## config.mk

```make
export PLATFORM = sky130hd
export DESIGN_NAME = mem_stage_ctrl
export DESIGN_NICKNAME = d
export VERILOG_FILES = /design/src/rtl/mem_stage_ctrl.sv
export SDC_FILE = /design/constraint.sdc
export NUM_CORES = 1
export LEC_CHECK = 0
export CORE_UTILIZATION = 41
export CTS_CLUSTER_DIAMETER = 60
export DETAILED_ROUTE_END_ITERATION = 16
export GPL_TIMING_DRIVEN = 0
export PLACE_DENSITY = 0.88
export SLEW_MARGIN = 5
export SYNTH_ARGS = -nofsm -noshare
export SYNTH_HDL_FRONTEND = slang
export SYNTH_SLANG_ARGS = --single-unit
```

## constraint.sdc

```tcl
create_clock -name clk -period 5.7 [get_ports clk]
set_input_delay 1.14 -clock clk [delete_from_list [all_inputs] [get_ports clk]]
set_output_delay 1.14 -clock clk [all_outputs]
set_load 0.02 [all_outputs]
```

## src/rtl/mem_stage_ctrl.sv

```systemverilog
// Memory-stage controller: drives a req/ack data-memory port, stalls upstream while an
// access is outstanding, and presents selected write-back data qualified by validOut.
//
// state | meaning
// IDLE  | no access outstanding; launches aligned accesses, passes non-access ops through
// BUSY  | request held, waiting for memAck or wait-counter terminal count
// DONE  | access finished; instruction leaves M stage this cycle

module mem_stage_ctrl #(
  parameter int TIMEOUT_CYC = 64,
  parameter int CNT_W       = 7
) (
  input  logic        clk,
  input  logic        rst,
  input  logic        validM,
  input  logic [15:0] aluFinalM,
  input  logic [15:0] addPCM,
  input  logic [15:0] wrtDataM,
  input  logic [15:0] imm8M,
  input  logic        memWrtM,
  input  logic        readEnM,
  input  logic [1:0]  wbDataSelM,
  input  logic        regWrtM,
  output logic        memReq,
  output logic        memWr,
  output logic [15:0] memAddr,
  output logic [15:0] memWrData,
  input  logic [15:0] memRdData,
  input  logic        memAck,
  output logic        stallM,
  output logic [15:0] wbDataOut,
  output logic        regWrtOut,
  output logic        validOut,
  output logic        errOut
);

  typedef enum logic [1:0] {
    S_IDLE,
    S_BUSY,
    S_DONE
  } state_t;

  localparam bit             TMO_EN   = (TIMEOUT_CYC > 0);
  localparam logic [CNT_W-1:0] TMO_LAST = CNT_W'((TIMEOUT_CYC > 0) ? (TIMEOUT_CYC - 1) : 0);

  state_t           r_state, w_state_nxt;
  logic [CNT_W-1:0] r_cnt, w_cnt_nxt;
  logic             r_tmo, w_tmo_nxt;
  logic [15:0]      r_rd_data, w_rd_data_nxt;

  logic        w_access;
  logic        w_is_load;
  logic        w_misalign;
  logic        w_go;
  logic        w_tmo_hit;
  logic        w_req;
  logic        w_stall;
  logic        w_valid;
  logic        w_err;
  logic [15:0] w_wb_sel;

  // Both enables set is treated as a store, so only a pure read updates r_rd_data.
  assign w_access   = validM & (readEnM | memWrtM);
  assign w_is_load  = readEnM & ~memWrtM;
  assign w_misalign = w_access & aluFinalM[0];
  assign w_go       = w_access & ~aluFinalM[0];
  // The launch cycle in IDLE counts as the first wait cycle, so BUSY starts at 1.
  assign w_tmo_hit  = TMO_EN && (r_cnt >= TMO_LAST);

  always_ff @(posedge clk or negedge rst) begin
    if (!rst) begin
      r_state   <= S_IDLE;
      r_cnt     <= '0;
      r_tmo     <= 1'b0;
      r_rd_data <= '0;
    end else begin
      r_state   <= w_state_nxt;
      r_cnt     <= w_cnt_nxt;
      r_tmo     <= w_tmo_nxt;
      r_rd_data <= w_rd_data_nxt;
    end
  end

  always_comb begin
    w_state_nxt   = r_state;
    w_cnt_nxt     = r_cnt;
    w_tmo_nxt     = r_tmo;
    w_rd_data_nxt = r_rd_data;
    w_req         = 1'b0;
    w_stall       = 1'b0;
    w_valid       = 1'b0;
    w_err         = 1'b0;
    case (r_state)
      S_IDLE: begin
        w_cnt_nxt = '0;
        w_tmo_nxt = 1'b0;
        if (w_go) begin
          w_req   = 1'b1;
          w_stall = 1'b1;
          if (memAck) begin
            if (w_is_load) w_rd_data_nxt = memRdData;
            w_state_nxt = S_DONE;
          end else begin
            w_cnt_nxt   = CNT_W'(1);
            w_state_nxt = S_BUSY;
          end
        end else begin
          w_valid = validM;
          w_err   = w_misalign;
        end
      end
      S_BUSY: begin
        w_req   = 1'b1;
        w_stall = 1'b1;
        if (memAck) begin
          if (w_is_load) w_rd_data_nxt = memRdData;
          w_cnt_nxt   = '0;
          w_state_nxt = S_DONE;
        end else if (w_tmo_hit) begin
          if (w_is_load) w_rd_data_nxt = 16'hFFFF;
          w_tmo_nxt   = 1'b1;
          w_cnt_nxt   = '0;
          w_state_nxt = S_DONE;
        end else begin
          w_cnt_nxt = r_cnt + CNT_W'(1);
        end
      end
      S_DONE: begin
        w_valid     = 1'b1;
        w_err       = r_tmo;
        w_state_nxt = S_IDLE;
      end
      default: begin
        w_state_nxt = S_IDLE;
      end
    endcase
  end

  always_comb begin
    w_wb_sel = r_rd_data;
    case (wbDataSelM)
      2'b00:   w_wb_sel = r_rd_data;
      2'b01:   w_wb_sel = aluFinalM;
      2'b10:   w_wb_sel = addPCM;
      2'b11:   w_wb_sel = imm8M;
      default: w_wb_sel = r_rd_data;
    endcase
  end

  // Gating with rst makes the handshake and stall drop the instant reset asserts.
  assign memReq    = rst & w_req;
  assign stallM    = rst & w_stall;
  assign validOut  = rst & w_valid;
  assign errOut    = validOut & w_err;
  assign regWrtOut = regWrtM & validOut & ~errOut;
  assign wbDataOut = validOut ? w_wb_sel : 16'h0000;

  assign memWr     = memWrtM;
  assign memAddr   = aluFinalM;
  assign memWrData = wrtDataM;

endmodule

```

==> flow_metrics.env <==
export IMPL_outcome="complete, no violations"
export IMPL_wl_per_cell_um=16.14
export IMPL_async_flop_share_pct=100.0
export IMPL_n_antenna_cell=0
export IMPL_r2r_slack_ns=3.62
export IMPL_num_fill_cells=444
export IMPL_multi_input_area_mm2=0.001199
export IMPL_avgViaCountPerCell=5.394
export IMPL_grt_pass1_wl_um=11370
export IMPL_grt_pass1_vias=2388
export IMPL_finalSetupViolations=0
export IMPL_skew_ns=0.004219
export IMPL_vias=2314
export IMPL_drive_above_1_share_pct=22.69
export IMPL_yosys_area_top_type_share_pct=27.91
export IMPL_fmax_mhz=210.7
export IMPL_netlist_top_cells_count="37 x inv_1, 35 x buf_4, 26 x dfrtp_1, 17 x o21a_1"
export IMPL_period_share_pct=83.25
export IMPL_hpwl_um=5411
export IMPL_cp_end_kind="output pin"
export IMPL_clock_latency_ns=0.28
export IMPL_worstHoldPathType="register to register"
export IMPL_synth_avg_cell_area_um2=10.18
export IMPL_routed_wl_um=6925
export IMPL_syn_to_final_growth_pct=59.96
export IMPL_setup_tns_final_ns=0
export IMPL_h_tree_depth=1
export IMPL_p_sw_uw=170.3
export IMPL_synth_seq_cells=26
export IMPL_r2r_cells=5
export IMPL_holdPathEnd="r_tmo$_DFFE_PN0P_"
export IMPL_p_comb_share_pct=39.0
export IMPL_cp_data_required_time_ns=4.56
export IMPL_internal_power_uw=422.3
export IMPL_ys_warn_count=0
export IMPL_post_cts_buffers=0
export IMPL_yosysSeqAreaShare_pct=27.91
export IMPL_coreArea_mm2=0.005507
export IMPL_dr_first_iter_drc_count=118
export IMPL_initial_core_util_pct=42.33
export IMPL_final_nets=448
export IMPL_start_kind="input port"
export IMPL_register_area_um2=650.6
export IMPL_clockPowerShare_pct=27.0
export IMPL_fin_ws_ns=0.9546
export IMPL_yosysTopAreaCell="dfrtp_1"
export IMPL_antenna_found_initial=0
export IMPL_grt_max_degree=29
export IMPL_syn_num_nets=319
export IMPL_ys_top_cells_by_area="dfrtp_1 28%, mux4_2 15%, buf_4 11%"
export IMPL_slew_headroom_pct=58.24
export IMPL_critical_path_class="input port to output pin"
export IMPL_cts_num_sinks=26
export IMPL_report_final_slew_viol_count=0
export IMPL_die_width_um=77.40
export IMPL_placement_cell_area_mm2=0.003662
export IMPL_tightest_slew_ns=0.6106
export IMPL_min_path_cells=2
export IMPL_io_pins=143
export IMPL_track_usage_pct=23.81
export IMPL_irDropWorstVdd_mv=0.1396
export IMPL_hold_viol=0
export IMPL_rsz0062_at_grt="false"
export IMPL_netlist_instances=229
export IMPL_critPathArrivalTime_ns=3.61
export IMPL_r2r_end="r_rd_data[4]$_DFFE_PN0P_"
export IMPL_rows=27
export IMPL_overflow=0
export IMPL_drv_cap=0
export IMPL_first_pass_iters=4
export IMPL_power_density_mw_per_mm2=158.9
export IMPL_post_route_min_period_ns=4.745
export IMPL_fp_dieH_um=77.40
export IMPL_synth_distinct_cells=44
export IMPL_cts_root_buf="clkbuf_8"
export IMPL_synth_edf_count=0
export IMPL_r2r_start="r_cnt[0]$_DFFE_PN0N_"
export IMPL_final_antenna_net_count=0
export IMPL_p_seq_share_pct=34.0
export IMPL_final_cells=429
export IMPL_dpl_cell_count=425
export IMPL_netSwitchingFraction_pct=28.74
export IMPL_gp_congestion=0.8394
export IMPL_drc=0
export IMPL_cts_tree="built"
export IMPL_dp_slack_ns=-0.01395
export IMPL_worstHoldStart="r_tmo$_DFFE_PN0P_"
export IMPL_synthFlopType="dfrtp_1"
export IMPL_syn_area_mm2=0.002331
export IMPL_total_leakage_power_uw=0.001496
export IMPL_final_area_mm2=0.003729
export IMPL_tritoncts_num_buffers=3
export IMPL_io_buffers=124
export IMPL_clockBufferDepth=2
export IMPL_cp_max_fo=28
export IMPL_yosysMostFrequentCell="inv_1"
export IMPL_dieArea_mm2=0.005991
export IMPL_cts_clk_slew_worst_paths_ns=0.10
power by group through the flow:
| stage | combinational (µW) | sequential [µW] | clock (µW) |
|---|---|---|---|
| 6_report | 231 | 201 | 160 |
| 5_1_grt | 247 | 202 | 170 |
| 4_1_cts | 233 | 201 | 159 |
| 3_5_place_dp | 232 | 205 | 0 |
| 3_3_place_gp | 226 | 204 | 0 |
| 2_1_floorplan | 123 | 201 | 0 |
logic make-up after synthesis:
kind of cell / after synthesis / synth area share, %
buffers and inverters: 89 / 20.67
AOI/OAI and AO/OA: 73 / 28.72
DFF: 26 / 27.91
and+or+nand+nor: 21 / 5.583
muxes: 16 / 15.46
xor gates and xnor gates: 3 / 1.127
adders and majority gates: 1 / 0.5367
critical path, cell delays in order:
cell and delay [ns]:
buf_2 0.48, nand2b_1 0.21, nor2_1 0.51, clkbuf_1 0.46
o21a_1 0.17, clkdlybuf4s50_1 0.62
through the flow:
stage                     utilization [%]  power [µW]  hold WS, ns
after floorplan                         -       324.6       0.5083
after global placement              66.51       430.0       0.5236
after detailed placement            66.51       436.6       0.5364
after CTS                           67.78       592.9       0.5495
after global routing                67.71       619.0       0.5748
final                               67.71       592.6       0.5500
worst max path at each step:
stage          startpoint            end  slack, ns
6_report              rst   wbDataOut[9]       0.95
5_1_grt               rst  wbDataOut[10]       0.72
4_1_cts               rst   wbDataOut[9]       0.27
3_5_place_dp          rst   wbDataOut[9]      -0.01
3_3_place_gp          rst  wbDataOut[13]       0.07
2_1_floorplan     readEnM         errOut       1.90
registers in the layout, summed over array words and instances, names as in the netlist:
signal     count
r_cnt          7
r_rd_data     16
r_state        2
r_tmo          1
routing by layer:
layer	part of all wire (%)	GRT usage, %	vias to the layer above
li1	-	-	1084
met1	38	28.02	1117
met2	54	43.63	98
met3	5.5	3.882	15
met4	2.4	7.925	0
met5	0	0	-
final cells by class:
| cell class | count | area share, % |
|---|---|---|
| Tap cell | 72 | 2.416 |
| Timing Repair Buffer | 124 | 33.15 |
| Clock buffer | 3 | 1.107 |
| Inverter | 38 | 3.826 |
| Sequential cell | 26 | 17.45 |
| Multi-Input combinational cell | 114 | 32.15 |
| Clock inverter | 1 | 0.8054 |
| Buffer | 51 | 9.094 |
repair_timing:
| item | CTS | global route |
|---|---|---|
| gates resized for setup | 1 | 0 |
| hold buffers | 0 | 0 |
| endpoints found under the setup margin | 4 | 0 |
cells in the final DEF, fill, tap and decap left out, types with 3 or more instances in the layout:
cell type,count
clkdlybuf4s50_1,123
inv_1,37
buf_4,35
dfrtp_1,26
o21a_1,17
mux4_2,16
a2111oi_0,16
a221oi_2,10
buf_2,8
a21oi_1,7
clkbuf_1,7
a221oi_1,6
nand2_1,4
o21ai_0,3
nor2_1,3
clkbuf_8,3
No activity file was read; power rests on OpenSTA's default activity.
